`config.mk`:
```
export PLATFORM = sky130hd
export DESIGN_NAME = example_mul8
export DESIGN_NICKNAME = d
export VERILOG_FILES = /design/src/rtl/example_mul8.sv
export SDC_FILE = /design/constraint.sdc
export NUM_CORES = 1
export LEC_CHECK = 0
export ABC_AREA = 1
export BUFFER_PORTS_ARGS = -buffer_cell sky130_fd_sc_hd__buf_4
export CORE_MARGIN = 2
export CORE_UTILIZATION = 33
export DETAILED_ROUTE_END_ITERATION = 6
export GPL_TIMING_DRIVEN = 0
export PLACE_DENSITY_LB_ADDON = 0.15
export SETUP_SLACK_MARGIN = 0.1
export SLEW_MARGIN = 20
export SYNTH_ARGS = -nofsm -noshare
export SYNTH_HDL_FRONTEND = slang
export SYNTH_SLANG_ARGS = --single-unit
```
`constraint.sdc`:
```
create_clock -name clk -period 2.05 [get_ports clk]
set_input_delay 0.205 -clock clk [delete_from_list [all_inputs] [get_ports clk]]
set_output_delay 0.205 -clock clk [all_outputs]
set_load 0.1 [all_outputs]
```
`src/rtl/example_mul8.sv`:
```
// Sequential WIDTH x WIDTH unsigned shift-add multiplier with busy/done.
// Ports: clk, reset (async high), A/B operands, C start, P product, busy, done.
module example_mul8 #(
  parameter int WIDTH = 8
) (
  input  logic               clk,
  input  logic               reset,
  input  logic [WIDTH-1:0]   A,
  input  logic [WIDTH-1:0]   B,
  input  logic               C,
  output logic [2*WIDTH-1:0] P,
  output logic               busy,
  output logic               done
);

  localparam int CW = (WIDTH > 1) ? $clog2(WIDTH) : 1;
  localparam logic [CW-1:0] LAST = CW'(WIDTH - 1);

  typedef enum logic {
    IDLE,
    RUN
  } state_t;

  state_t state;
  state_t state_nx;

  logic [2*WIDTH-1:0] mcand;
  logic [2*WIDTH-1:0] acc;
  logic [2*WIDTH-1:0] acc_sum;
  logic [WIDTH-1:0]   mplier;
  logic [CW-1:0]      cnt;
  logic               start;
  logic               last;

  // state register
  always_ff @(posedge clk or posedge reset) begin
    if (reset) begin
      state <= IDLE;
    end else begin
      state <= state_nx;
    end
  end

  // next-state logic; C is only looked at while idle
  always_comb begin
    state_nx = state;
    unique case (state)
      IDLE: if (C)    state_nx = RUN;
      RUN:  if (last) state_nx = IDLE;
      default:        state_nx = IDLE;
    endcase
  end

  // decoded outputs / strobes
  always_comb begin
    busy  = 1'b0;
    start = 1'b0;
    last  = 1'b0;
    unique case (state)
      IDLE: start = C;
      RUN: begin
        busy = 1'b1;
        last = (cnt == LAST);
      end
      default: ;
    endcase
  end

  // partial product for this step; the sum never exceeds 2*WIDTH bits
  always_comb begin
    acc_sum = acc;
    if (mplier[0]) begin
      acc_sum = acc + mcand;
    end
  end

  // datapath; P is written only on the final step so it never shows
  // a partial sum
  always_ff @(posedge clk or posedge reset) begin
    if (reset) begin
      mcand  <= '0;
      mplier <= '0;
      acc    <= '0;
      cnt    <= '0;
      P      <= '0;
      done   <= 1'b0;
    end else begin
      done <= 1'b0;
      if (start) begin
        mcand  <= {{WIDTH{1'b0}}, A};
        mplier <= B;
        acc    <= '0;
        cnt    <= '0;
      end else if (busy) begin
        acc    <= acc_sum;
        mcand  <= mcand << 1;
        mplier <= mplier >> 1;
        cnt    <= cnt + 1'b1;
        if (last) begin
          P    <= acc_sum;
          done <= 1'b1;
        end
      end
    end
  end

endmodule

```
==> metrics.log <==
INFO  metric status = finished, final reports clean
INFO  metric cts.sink_count = 61
INFO  metric post_synth_instance_area = 3510 um2
INFO  metric die_footprint = 11500 um2
INFO  metric critPathMaxStageDelay = 0.38 ns
INFO  metric syn_inst = 454
INFO  metric grt.met3_usage = 3.34%
INFO  metric ys.warnings.count = 0
INFO  metric remaining_drc_errors = 0
INFO  metric critPathMaxFanout = 3
INFO  metric grt_setup_unrepaired = yes
INFO  metric maxCapViolations = 0
INFO  metric place.port_buffers = 36
INFO  metric holdCritPathClass = input port to flop
INFO  metric ant_nets = 0
INFO  metric post_route_wl = 8.74 mm
INFO  metric post_cts_clock_slew_at_the_launch_and_capture_registers_of_the_worst_setup_and_hold_paths = 0.07 ns
INFO  metric max_slew_margin = 60.5%
INFO  metric global_route.usage.total = 17.1%
INFO  metric multi_input_area = 1700 um2
INFO  metric tritoncts = yes
INFO  metric timing.final.crit_share = 91.8%
INFO  metric critical_path.startpoint_type = flop
INFO  metric synth_most_common_cell = sky130_fd_sc_hd__nand2_1
INFO  metric finalCriticalPeriod = 1.88 ns
INFO  metric detail_route.iter0.violations = 144
INFO  metric maxSlewViolCount = 0
INFO  metric globalRoute.busiestLayer = met2
INFO  metric floorplan.core_area = 10300 um2
INFO  metric starting_density = 34.0%
INFO  metric finish.net_count = 541
INFO  metric timing_worst_setup_path_type = flop to flop
INFO  metric grt_start_max_net_pins = 41
INFO  metric detail_route.wl_per_cell = 13.5 um
INFO  metric io_pins = 37
INFO  metric dpl.hpwl = 6.63 mm
INFO  metric fmax = 0.531 GHz
INFO  metric number_of_global_route_vias_before_repair = 3019
INFO  metric critical_path_buf_inv_count = 0
INFO  metric viasPerCell = 4.73
INFO  metric timing.reg2reg.setup_slack = 0.17 ns
INFO  metric synth-async-reset-ratio = 100%
INFO  metric yosys_register_bits = 61
INFO  metric postSynth.topFlopCell = sky130_fd_sc_hd__dfrtp_1
INFO  metric yosysSeqAreaShare = 43.4%
INFO  metric critical-path-slowest-cell = sky130_fd_sc_hd__dfrtp_1
INFO  metric synth_edf_count = 0
INFO  metric post_synth_num_cell_types = 33
INFO  metric crit_chain = ha_2 > fa_2 > nand2_1 > nand2_1 > nand3b_1 > nand2_2 > nand2_2 > nand2_1 > nand2_1 > nand3_2 > nand3_1 > nand2_1
INFO  metric synth_nets = 491
INFO  metric diodes = 0
INFO  metric synth_commonest_cells = sky130_fd_sc_hd__nand2_1 (163), sky130_fd_sc_hd__inv_1 (63), sky130_fd_sc_hd__dfrtp_1 (61)
INFO  metric critPathMostFrequentCell = sky130_fd_sc_hd__nand2_1
INFO  metric worstSetupPathDepth = 12
INFO  metric cp_data_arrival_time = 2.13 ns
INFO  metric critical-path-top-delay-family = simple AND/OR/NAND/NOR gates
INFO  metric clock_latency = 0.35 ns
INFO  metric cts-htree-levels = 3
INFO  metric grt_pass1_wl = 15.0 mm
INFO  metric synth_area_per_cell = 7.74 um2
INFO  metric biggest_area_contributors_in_the_synthesized_netlist = sky130_fd_sc_hd__dfrtp_1 (43%), sky130_fd_sc_hd__nand2_1 (17%), sky130_fd_sc_hd__inv_1 (6.7%)
INFO  metric initial_antenna_violation_count = 0
INFO  metric filler_cell_count = 1092
INFO  metric std_cell_rows = 37
INFO  metric drive_above_1_share = 20.4%
INFO  metric critPathRequiredTime = 2.29 ns
INFO  metric finalSetupViolCount = 0
INFO  metric worst-r2r-cell-count = 12
INFO  metric final_core_density = 41.0%
INFO  metric synth_largest_area_cell = sky130_fd_sc_hd__dfrtp_1
INFO  metric grt_util_met2 = 26.5%
INFO  metric hold_viol_final = 0
INFO  metric clock_path_buffers = 2
INFO  metric synth_top_area_share = 43.4%
INFO  metric finClkSkew = 0.00944 ns
INFO  metric global_route.usage.met1 = 23.6%
INFO  metric numCtsBuffers = 9
INFO  metric die-height = 107 um
INFO  metric cts.root.buffer_cell = sky130_fd_sc_hd__clkbuf_8
INFO  metric cp-end-kind = flop
INFO  metric drt_first_pass_iters = 4
INFO  metric grt_remaining_overflow = 0
INFO  metric holdPathStages = 3
INFO  metric seqCellArea = 1530 um2
INFO  metric worst_margin_pin_slew = 0.593 ns
INFO  metric area_delta_synth_final = 20.5%
INFO  metric dr_total_vias = 3051
INFO  metric gp_congestion = 0.884
INFO  metric die_width = 107 um
-- layer usage --
| layer | share of wire (%) | vias to the layer above |
|---|---|---|
| met3 | 4.0 | 13 |
| met5 | 0 | - |
| li1 | - | 1544 |
| met1 | 48 | 1429 |
| met4 | 1.7 | 0 |
| met2 | 47 | 65 |
-- per-stage QoR --
stage | cells | hold WS [ns] | setup TNS, ns | cell area (um2) | setup WS, ns
6_report | 645 | 0.0516 | 0 | 4240 | 0.167
5_1_grt | 645 | 0.0540 | 0 | 4240 | 0.0456
4_1_cts | 644 | 0.0446 | 0 | 4200 | 0.103
3_5_place_dp | 627 | 0.190 | 0 | 3980 | 0.0291
3_3_place_gp | 626 | 0.407 | -31.99 | 3950 | -0.529
2_1_floorplan | 454 | 0.315 | 0 | 3510 | 0.271
-- worst min-delay path, stage by stage --
cell	delay (ns)
sky130_fd_sc_hd__buf_4	0.07
sky130_fd_sc_hd__nand2_1	0.04
sky130_fd_sc_hd__nand2_1	0.05
-- layout make-up --
cell class | count | area share, %
clock inverter | 6 | 1.48
buffer | 14 | 2.10
inverter | 65 | 5.82
timing repair buffer | 39 | 7.27
multi-input combinational | 314 | 40.0
sequential | 61 | 36.0
tap | 136 | 4.02
clock buffer | 10 | 3.25
-- timing repair --
| item | in CTS | in global routing |
|---|---|---|
| buffers inserted | 0 | 1 |
| endpoints found under the setup margin | 8 | 13 |
| gates resized for setup | 2 | 7 |
| pin swaps | 0 | 4 |
| hold buffers | 1 | 0 |
| hold endpoints to repair | 21 | 0 |
-- layout by cell type, fill, tap and decap left out, types with 2 or more instances in the layout --
cell type	count
sky130_fd_sc_hd__a22o_1	2
sky130_fd_sc_hd__ha_1	15
sky130_fd_sc_hd__o21ai_0	18
sky130_fd_sc_hd__buf_2	5
sky130_fd_sc_hd__nand2_1	160
sky130_fd_sc_hd__nand2_2	10
sky130_fd_sc_hd__clkbuf_8	13
sky130_fd_sc_hd__nand3b_1	2
sky130_fd_sc_hd__nand3_1	36
sky130_fd_sc_hd__a22oi_1	2
sky130_fd_sc_hd__o21ai_1	2
sky130_fd_sc_hd__clkinvlp_4	3
sky130_fd_sc_hd__dfrtp_1	61
sky130_fd_sc_hd__buf_4	37
sky130_fd_sc_hd__o221ai_1	5
sky130_fd_sc_hd__o21ai_2	3
sky130_fd_sc_hd__or2_2	8
sky130_fd_sc_hd__nor3_2	3
sky130_fd_sc_hd__o22ai_1	9
sky130_fd_sc_hd__inv_1	62
sky130_fd_sc_hd__nor2_1	10
sky130_fd_sc_hd__a21oi_1	5
sky130_fd_sc_hd__o211ai_1	3
sky130_fd_sc_hd__inv_2	2
sky130_fd_sc_hd__nor2_2	2
sky130_fd_sc_hd__clkinv_2	2
sky130_fd_sc_hd__clkbuf_1	6
sky130_fd_sc_hd__nand3_2	6
sky130_fd_sc_hd__xnor2_1	3
-- cell families (layout without fill, tap and decap cells) --
family / Yosys count / in the layout / share of synthesized area [%]
and+or+nand+nor: 241 / 241 / 30.3
adders and majority gates: 18 / 18 / 6.62
xor gates and xnor gates: 5 / 5 / 1.25
buffers and inverters: 79 / 134 / 9.47
DFF: 61 / 61 / 43.4
AOI/OAI and AO/OA: 50 / 50 / 8.87
-- registers in the layout, summed over array words and instances, names as in the netlist --
| register | flops |
|---|---|
| P | 16 |
| acc | 16 |
| mcand | 16 |
| mplier | 8 |
| cnt | 3 |
| done | 1 |
| state | 1 |
-- worst paths after layout --
check | startpoint | end
worst min register to register | P[10] | P[10]
worst max register to register | acc[0] | P[14]
worst max-delay path | acc[0] | P[14]
min in group asynchronous | reset | done
worst min-delay path | B[7] | mplier[7]
max in group asynchronous | reset | mcand[2]
Power is left out: the tool's default activity adds up to more than one toggle a clock period on the data nets, which glitch-free logic cannot reach.
